<file path="config.mk">
export PLATFORM = sky130hd
export DESIGN_NAME = n_term_param
export DESIGN_NICKNAME = d
export VERILOG_FILES = /design/src/rtl/n_term_pkg.sv /design/src/rtl/n_term_loop_group.sv /design/src/rtl/n_term_param.sv
export SDC_FILE = /design/constraint.sdc
export NUM_CORES = 1
export LEC_CHECK = 0
export CAP_MARGIN = 20
export CORE_MARGIN = 5
export CORE_UTILIZATION = 43
export DETAILED_ROUTE_END_ITERATION = 8
export GPL_ROUTABILITY_DRIVEN = 1
export PLACE_DENSITY = 0.85
export SLEW_MARGIN = 15
export SYNTH_ARGS = -nofsm -noshare
export SYNTH_HDL_FRONTEND = slang
export SYNTH_SLANG_ARGS = --single-unit
</file>
<file path="constraint.sdc">
create_clock -name UserCLK -period 2.2 [get_ports UserCLK]
set_input_delay 0.44 -clock UserCLK [delete_from_list [all_inputs] [get_ports UserCLK]]
set_output_delay 0.44 -clock UserCLK [all_outputs]
set_load 0.05 [all_outputs]
</file>
<file path="src/rtl/n_term_pkg.sv">
// Shared constants and types for the N-edge termination tile: loopback modes,
// group indices and the config field layout.
package n_term_pkg;

    typedef enum logic [1:0] {
        MODE_TIE     = 2'b00,
        MODE_DIRECT  = 2'b01,
        MODE_REG     = 2'b10,
        MODE_REG_INV = 2'b11
    } mode_t;

    localparam int NUM_GROUPS = 5;
    localparam int CFG_W      = 2 * NUM_GROUPS;

    localparam int G_N1    = 0;
    localparam int G_N2MID = 1;
    localparam int G_N2END = 2;
    localparam int G_N4    = 3;
    localparam int G_NN4   = 4;

    // Each group owns two adjacent config bits, group 0 in the LSBs.
    function automatic mode_t grp_mode(input logic [CFG_W-1:0] cfg, input int g);
        return mode_t'(cfg[2*g +: 2]);
    endfunction

endpackage

</file>
<file path="src/rtl/n_term_loop_group.sv">
// One loopback group: a free-running data register feeding a 4-way mode mux.
module n_term_loop_group
    import n_term_pkg::*;
#(
    parameter int W = 4
) (
    input  logic         clk,
    input  logic         rst,
    input  mode_t        mode_i,
    input  logic [W-1:0] din_i,
    output logic [W-1:0] dout_o
);

    logic [W-1:0] data_q;

    // Sampled every cycle regardless of mode so a switch into REG never shows stale data.
    always_ff @(posedge clk) begin
        if (rst) data_q <= '0;
        else     data_q <= din_i;
    end

    always_comb begin
        dout_o = '0;
        unique case (mode_i)
            MODE_TIE:     dout_o = '0;
            MODE_DIRECT:  dout_o = din_i;
            MODE_REG:     dout_o = data_q;
            MODE_REG_INV: dout_o = ~data_q;
            default:      dout_o = '0;
        endcase
    end

endmodule

</file>
<file path="src/rtl/n_term_param.sv">
// North-edge termination tile: configurable loopback of southbound wires plus frame repeat.
// Optional macro N_TERM_ACTIVITY_EN adds an 8-bit saturating input-activity counter.
module n_term_param
    import n_term_pkg::*;
#(
    parameter int N1W             = 4,
    parameter int N2W             = 8,
    parameter int N4W             = 16,
    parameter int MaxFramesPerCol = 20,
    parameter int FrameBitsPerRow = 32,
    parameter int CFG_FRAME       = 0,
    parameter int STROBE_PIPE     = 1
) (
    input  logic                       UserCLK,
    input  logic                       rst,
    input  logic [N1W-1:0]             N1END,
    input  logic [N2W-1:0]             N2MID,
    input  logic [N2W-1:0]             N2END,
    input  logic [N4W-1:0]             N4END,
    input  logic [N4W-1:0]             NN4END,
    input  logic                       Ci,
    output logic [N1W-1:0]             S1BEG,
    output logic [N2W-1:0]             S2BEG,
    output logic [N2W-1:0]             S2BEGb,
    output logic [N4W-1:0]             S4BEG,
    output logic [N4W-1:0]             SS4BEG,
    input  logic [FrameBitsPerRow-1:0] FrameData,
    input  logic [MaxFramesPerCol-1:0] FrameStrobe,
    output logic [FrameBitsPerRow-1:0] FrameData_O,
    output logic [MaxFramesPerCol-1:0] FrameStrobe_O,
    output logic                       UserCLKo
`ifdef N_TERM_ACTIVITY_EN
    ,
    output logic [7:0]                 Activity
`endif
);

    logic             cfg_cap;
    logic [CFG_W-1:0] cfg_q, cfg_d;

    assign cfg_cap  = FrameStrobe[CFG_FRAME];
    assign UserCLKo = UserCLK;

    // Ci is a dead end at the array edge; fold it into a sink so it drives nothing.
    logic unused_ci;
    assign unused_ci = Ci;

    always_comb begin
        cfg_d = cfg_q;
        if (cfg_cap) cfg_d = FrameData[CFG_W-1:0];
    end

    always_ff @(posedge UserCLK) begin
        if (rst) cfg_q <= '0;
        else     cfg_q <= cfg_d;
    end

    n_term_loop_group #(.W(N1W)) u_g0 (
        .clk(UserCLK), .rst(rst), .mode_i(grp_mode(cfg_q, G_N1)),
        .din_i(N1END), .dout_o(S1BEG)
    );
    n_term_loop_group #(.W(N2W)) u_g1 (
        .clk(UserCLK), .rst(rst), .mode_i(grp_mode(cfg_q, G_N2MID)),
        .din_i(N2MID), .dout_o(S2BEG)
    );
    n_term_loop_group #(.W(N2W)) u_g2 (
        .clk(UserCLK), .rst(rst), .mode_i(grp_mode(cfg_q, G_N2END)),
        .din_i(N2END), .dout_o(S2BEGb)
    );
    n_term_loop_group #(.W(N4W)) u_g3 (
        .clk(UserCLK), .rst(rst), .mode_i(grp_mode(cfg_q, G_N4)),
        .din_i(N4END), .dout_o(S4BEG)
    );
    n_term_loop_group #(.W(N4W)) u_g4 (
        .clk(UserCLK), .rst(rst), .mode_i(grp_mode(cfg_q, G_NN4)),
        .din_i(NN4END), .dout_o(SS4BEG)
    );

    // Frame strobe/data repeater toward the next tile in the column.
    if (STROBE_PIPE == 0) begin : g_pass
        assign FrameStrobe_O = FrameStrobe;
        assign FrameData_O   = FrameData;
    end else begin : g_pipe
        logic [STROBE_PIPE-1:0][MaxFramesPerCol-1:0] strb_q;
        logic [STROBE_PIPE-1:0][FrameBitsPerRow-1:0] fdat_q;

        always_ff @(posedge UserCLK) begin
            if (rst) begin
                strb_q <= '0;
                fdat_q <= '0;
            end else begin
                strb_q[0] <= FrameStrobe;
                fdat_q[0] <= FrameData;
                for (int i = 1; i < STROBE_PIPE; i++) begin
                    strb_q[i] <= strb_q[i-1];
                    fdat_q[i] <= fdat_q[i-1];
                end
            end
        end

        assign FrameStrobe_O = strb_q[STROBE_PIPE-1];
        assign FrameData_O   = fdat_q[STROBE_PIPE-1];
    end

`ifdef N_TERM_ACTIVITY_EN
    localparam int ACT_W = N1W + 2*N2W + 2*N4W;

    logic [ACT_W-1:0] in_all, prev_q;
    logic [7:0]       act_q, act_d;
    logic             changed, act_clr;

    assign in_all  = {NN4END, N4END, N2END, N2MID, N1END};
    assign changed = |(in_all ^ prev_q);
    assign act_clr = cfg_cap & FrameData[CFG_W];

    always_comb begin
        act_d = act_q;
        if (act_clr)                       act_d = '0;
        else if (changed && act_q != 8'hFF) act_d = act_q + 8'd1;
    end

    always_ff @(posedge UserCLK) begin
        if (rst) begin
            prev_q <= '0;
            act_q  <= '0;
        end else begin
            prev_q <= in_all;
            act_q  <= act_d;
        end
    end

    assign Activity = act_q;
`endif

endmodule

</file>
==> impl_metrics.py <==
metrics = {
    "clock_tree": {
        "clk_latency_ns": 0.59,
        "cts.clk_slew.worst_paths_ns": 0.06,
        "cts_tree": "yes",
    },
    "timing": {
        "final_hold_viol_count": 0,
        "fin_ws_ns": 0.0150,
        "tightest_slew_ns": 0.550,
        "rsz0062_at_grt": "true",
        "skew_ns": 0,
        "slew_headroom_pct": 63.2,
        "drv_slew": 0,
        "finalSetupViolCount": 0,
    },
    "place": {
        "gp_congestion": 0.756,
        "place_worst_setup_slack_ns": -0.0121,
        "dp_hpwl_mm": 9.53,
        "dp.cells": 737,
        "post_dp_cell_area_um2": 7000,
        "io_buffers": 210,
    },
    "route": {
        "wl_met1_mm": 4.68,
        "dr_wl_met2_mm": 7.42,
        "wl_per_cell_um": 17.3,
        "drt_iter0_drc": 143,
        "wl_met3_um": 939,
        "drcViolationCount": 0,
        "via_per_inst": 4.75,
        "drt.antenna.violating_nets": 0,
        "highest_layer": "met4",
        "vias": 3694,
        "drt_wl_total_mm": 13.4,
        "drt_first_pass_iters": 4,
    },
    "final_layout": {
        "fin_area_um2": 7840,
        "layout_common_cells": "129 x clkdlybuf4s50_1, 108 x dfxtp_1, 69 x nor2b_1",
        "area_growth_syn_to_layout_pct": 81.5,
        "fin_cells": 777,
        "n_antenna_cell": 0,
        "fillers": 547,
        "drive_gt1_share_pct": 18.0,
        "layout_commonest_cell": "clkdlybuf4s50_1",
        "final_util_pct": 80.2,
        "fin_nets": 739,
    },
    "die": {
        "rows": 36,
        "start_util_pct": 44.2,
        "coreArea_um2": 9770,
        "dieArea_um2": 12100,
        "ios": 212,
        "die_x_um": 110,
        "dieHeight_um": 110,
    },
    "critical_path": {
        "max_stage_delay_ns": 0.42,
        "cp-start-kind": "clock port",
        "ff2ff_path_depth": 3,
        "timing.rr.start": "cfg_q[9]$_SDFFE_PP0P_",
        "crit_required_ns": 1.76,
        "critical_path.most_common_cell": "clkbuf_8",
        "crit_family": "buffers and inverters",
        "worstPathMaxFanout": 2,
        "cp_num_buf_inv": 3,
        "cp.arrival_ns": 1.74,
        "crit_chain": "clkbuf_8 > clkbuf_8 > dlygate4sd2_1",
        "rrSetupSlack_ns": 1.30,
        "cpMaxStageDelayCell": "dlygate4sd2_1",
        "cp-end-kind": "primary output",
        "crit_type": "clock port to primary output",
        "cp-startpoint": "UserCLK",
        "timing.rr.end": "cfg_q[9]$_SDFFE_PP0P_",
    },
    "logic_synthesis": {
        "yosysUniqueCellTypes": 16,
        "syn_area_um2": 4320,
        "netlist_instances": 415,
        "seq_area_frac_synth_pct": 52.9,
        "synth-seq-cells": 114,
        "syn-num-nets": 522,
        "ys_warn_count": 0,
        "syn_area_per_cell_um2": 10.4,
    },
    "global_route": {
        "grt_max_degree": 52,
        "grt_use_total_pct": 21.6,
        "grt_pass1_vias": 3900,
        "grt-ovfl-total": 0,
        "antenna_found_initial": 0,
        "grt_pass1_wl_mm": 19.9,
    },
    "power": {
        "power.total_w": 0.00657,
        "p_comb_share_pct": 20.7,
        "vdd_ir_drop_max_mv": 0.699,
        "p_leak_nw": 3.65,
        "power_frac_seq_pct": 34.1,
        "internal_power_w": 0.00478,
        "p_sw_share_pct": 27.3,
        "power.density_nw_per_um2": 839,
        "p_sw_w": 0.00179,
        "pwr-share-clk_pct": 45.1,
    },
    "run": {
        "max_cap_viol_count": 0,
    },
    "worst_hold_path": {
        "whs_endpoint": "u_g1.data_q[0]$_SDFF_PP0_",
        "min_path_type": "input port to flip-flop",
        "min_from": "rst",
        "hold_depth": 2,
    },
    "outcome": {
        "status": "completed",
    },
}
power groups by stage:
stage	clock network [W]	logic [W]	registers [W]
finish	0.00297	0.00136	0.00224
global route	0.00313	0.00142	0.00225
CTS	0.00301	0.00136	0.00224
detailed placement	0.000105	0.00133	0.00228
global placement	0.000105	0.00130	0.00227
floorplan	0.0000980	0.000534	0.00244
layout make-up:
| cell class | count | area [um^2] | area share [%] |
|---|---|---|---|
| clock buffer | 26 | 513 | 6.55 |
| clock inverter | 9 | 129 | 1.64 |
| inverter | 35 | 131 | 1.68 |
| multi-input combinational | 234 | 1730 | 22.1 |
| sequential | 114 | 2290 | 29.3 |
| tap | 133 | 166 | 2.12 |
| timing repair buffer | 226 | 2870 | 36.6 |
worst max path at each step:
stage	to	slack, ns	depth (start not counted)
after detailed placement	UserCLKo	-0.01	1
after global routing	S4BEG[4]	-0.03	4
after global placement	UserCLKo	-0.01	1
final	UserCLKo	0.02	3
after floorplan	S4BEG[14]	0.33	4
after CTS	FrameData_O[3]	0.002	1
synth_stat cells:
| master | instances | share of area [%] |
|---|---|---|
| buf_8 | 1 | 0.35 |
| nand2_1 | 1 | 0.087 |
| buf_2 | 16 | 1.9 |
| nor2b_1 | 72 | 10 |
| buf_4 | 6 | 1.0 |
| mux2i_1 | 45 | 10 |
| xor2_1 | 16 | 3.2 |
| nor2b_4 | 2 | 0.64 |
| nor2_1 | 45 | 3.9 |
| o21ai_0 | 1 | 0.12 |
| inv_1 | 35 | 3.0 |
| a22o_1 | 51 | 10 |
| clkbuf_1 | 5 | 0.43 |
| o211ai_1 | 1 | 0.17 |
| dfxtp_1 | 114 | 53 |
| buf_6 | 4 | 1.0 |
through the flow:
step                      hold slack [ns]  TNS, ns
after floorplan                     0.538        0
after global placement              0.569  -0.0121
after detailed placement            0.617  -0.0121
after CTS                           0.290        0
after global routing                0.310   -0.147
final                               0.314        0
registers in the layout (all words and copies together) (netlist names):
signal         flops
cfg_q             10
u_g1.data_q        8
u_g3.data_q       16
u_g2.data_q        8
FrameStrobe_O     20
u_g0.data_q        4
u_g4.data_q       16
FrameData_O       32
metal layers:
metal | track usage (%) | vias up
li1 | - | 1794
met1 | 21.7 | 1736
met2 | 40.1 | 135
met3 | 8.04 | 29
met4 | 8.44 | 0
met5 | 0 | -
worst register-to-register path, delay by kind of cell, from the launching register on:
family | cells | cell delay (ns)
flops | 1 | 0.38
buf+inv | 1 | 0.26
mux | 1 | 0.10
simple gates | 1 | 0.09
cells by family (layout without fill, tap and decap cells):
kind of cell | Yosys count | after routing | share of synthesized area (%)
AO/OA/AOI/OAI | 53 | 53 | 10.6
buffers and inverters | 67 | 296 | 7.77
multiplexers | 45 | 45 | 10.4
XOR/XNOR | 16 | 16 | 3.25
AND/OR/NAND/NOR | 120 | 120 | 15.1
flip-flops | 114 | 114 | 52.9
timing repair:
| item | 4_1_cts | 5_1_grt |
|---|---|---|
| setup endpoints to repair | 56 | 51 |
| setup buffers | 5 | 0 |
| resized for setup | 19 | 32 |
| endpoints found under the hold margin | 0 | 0 |
| gates cloned | 0 | 1 |
| pin swaps | 1 | 6 |
| hold buffers | 0 | 0 |
(Power assumes the default switching activity.)
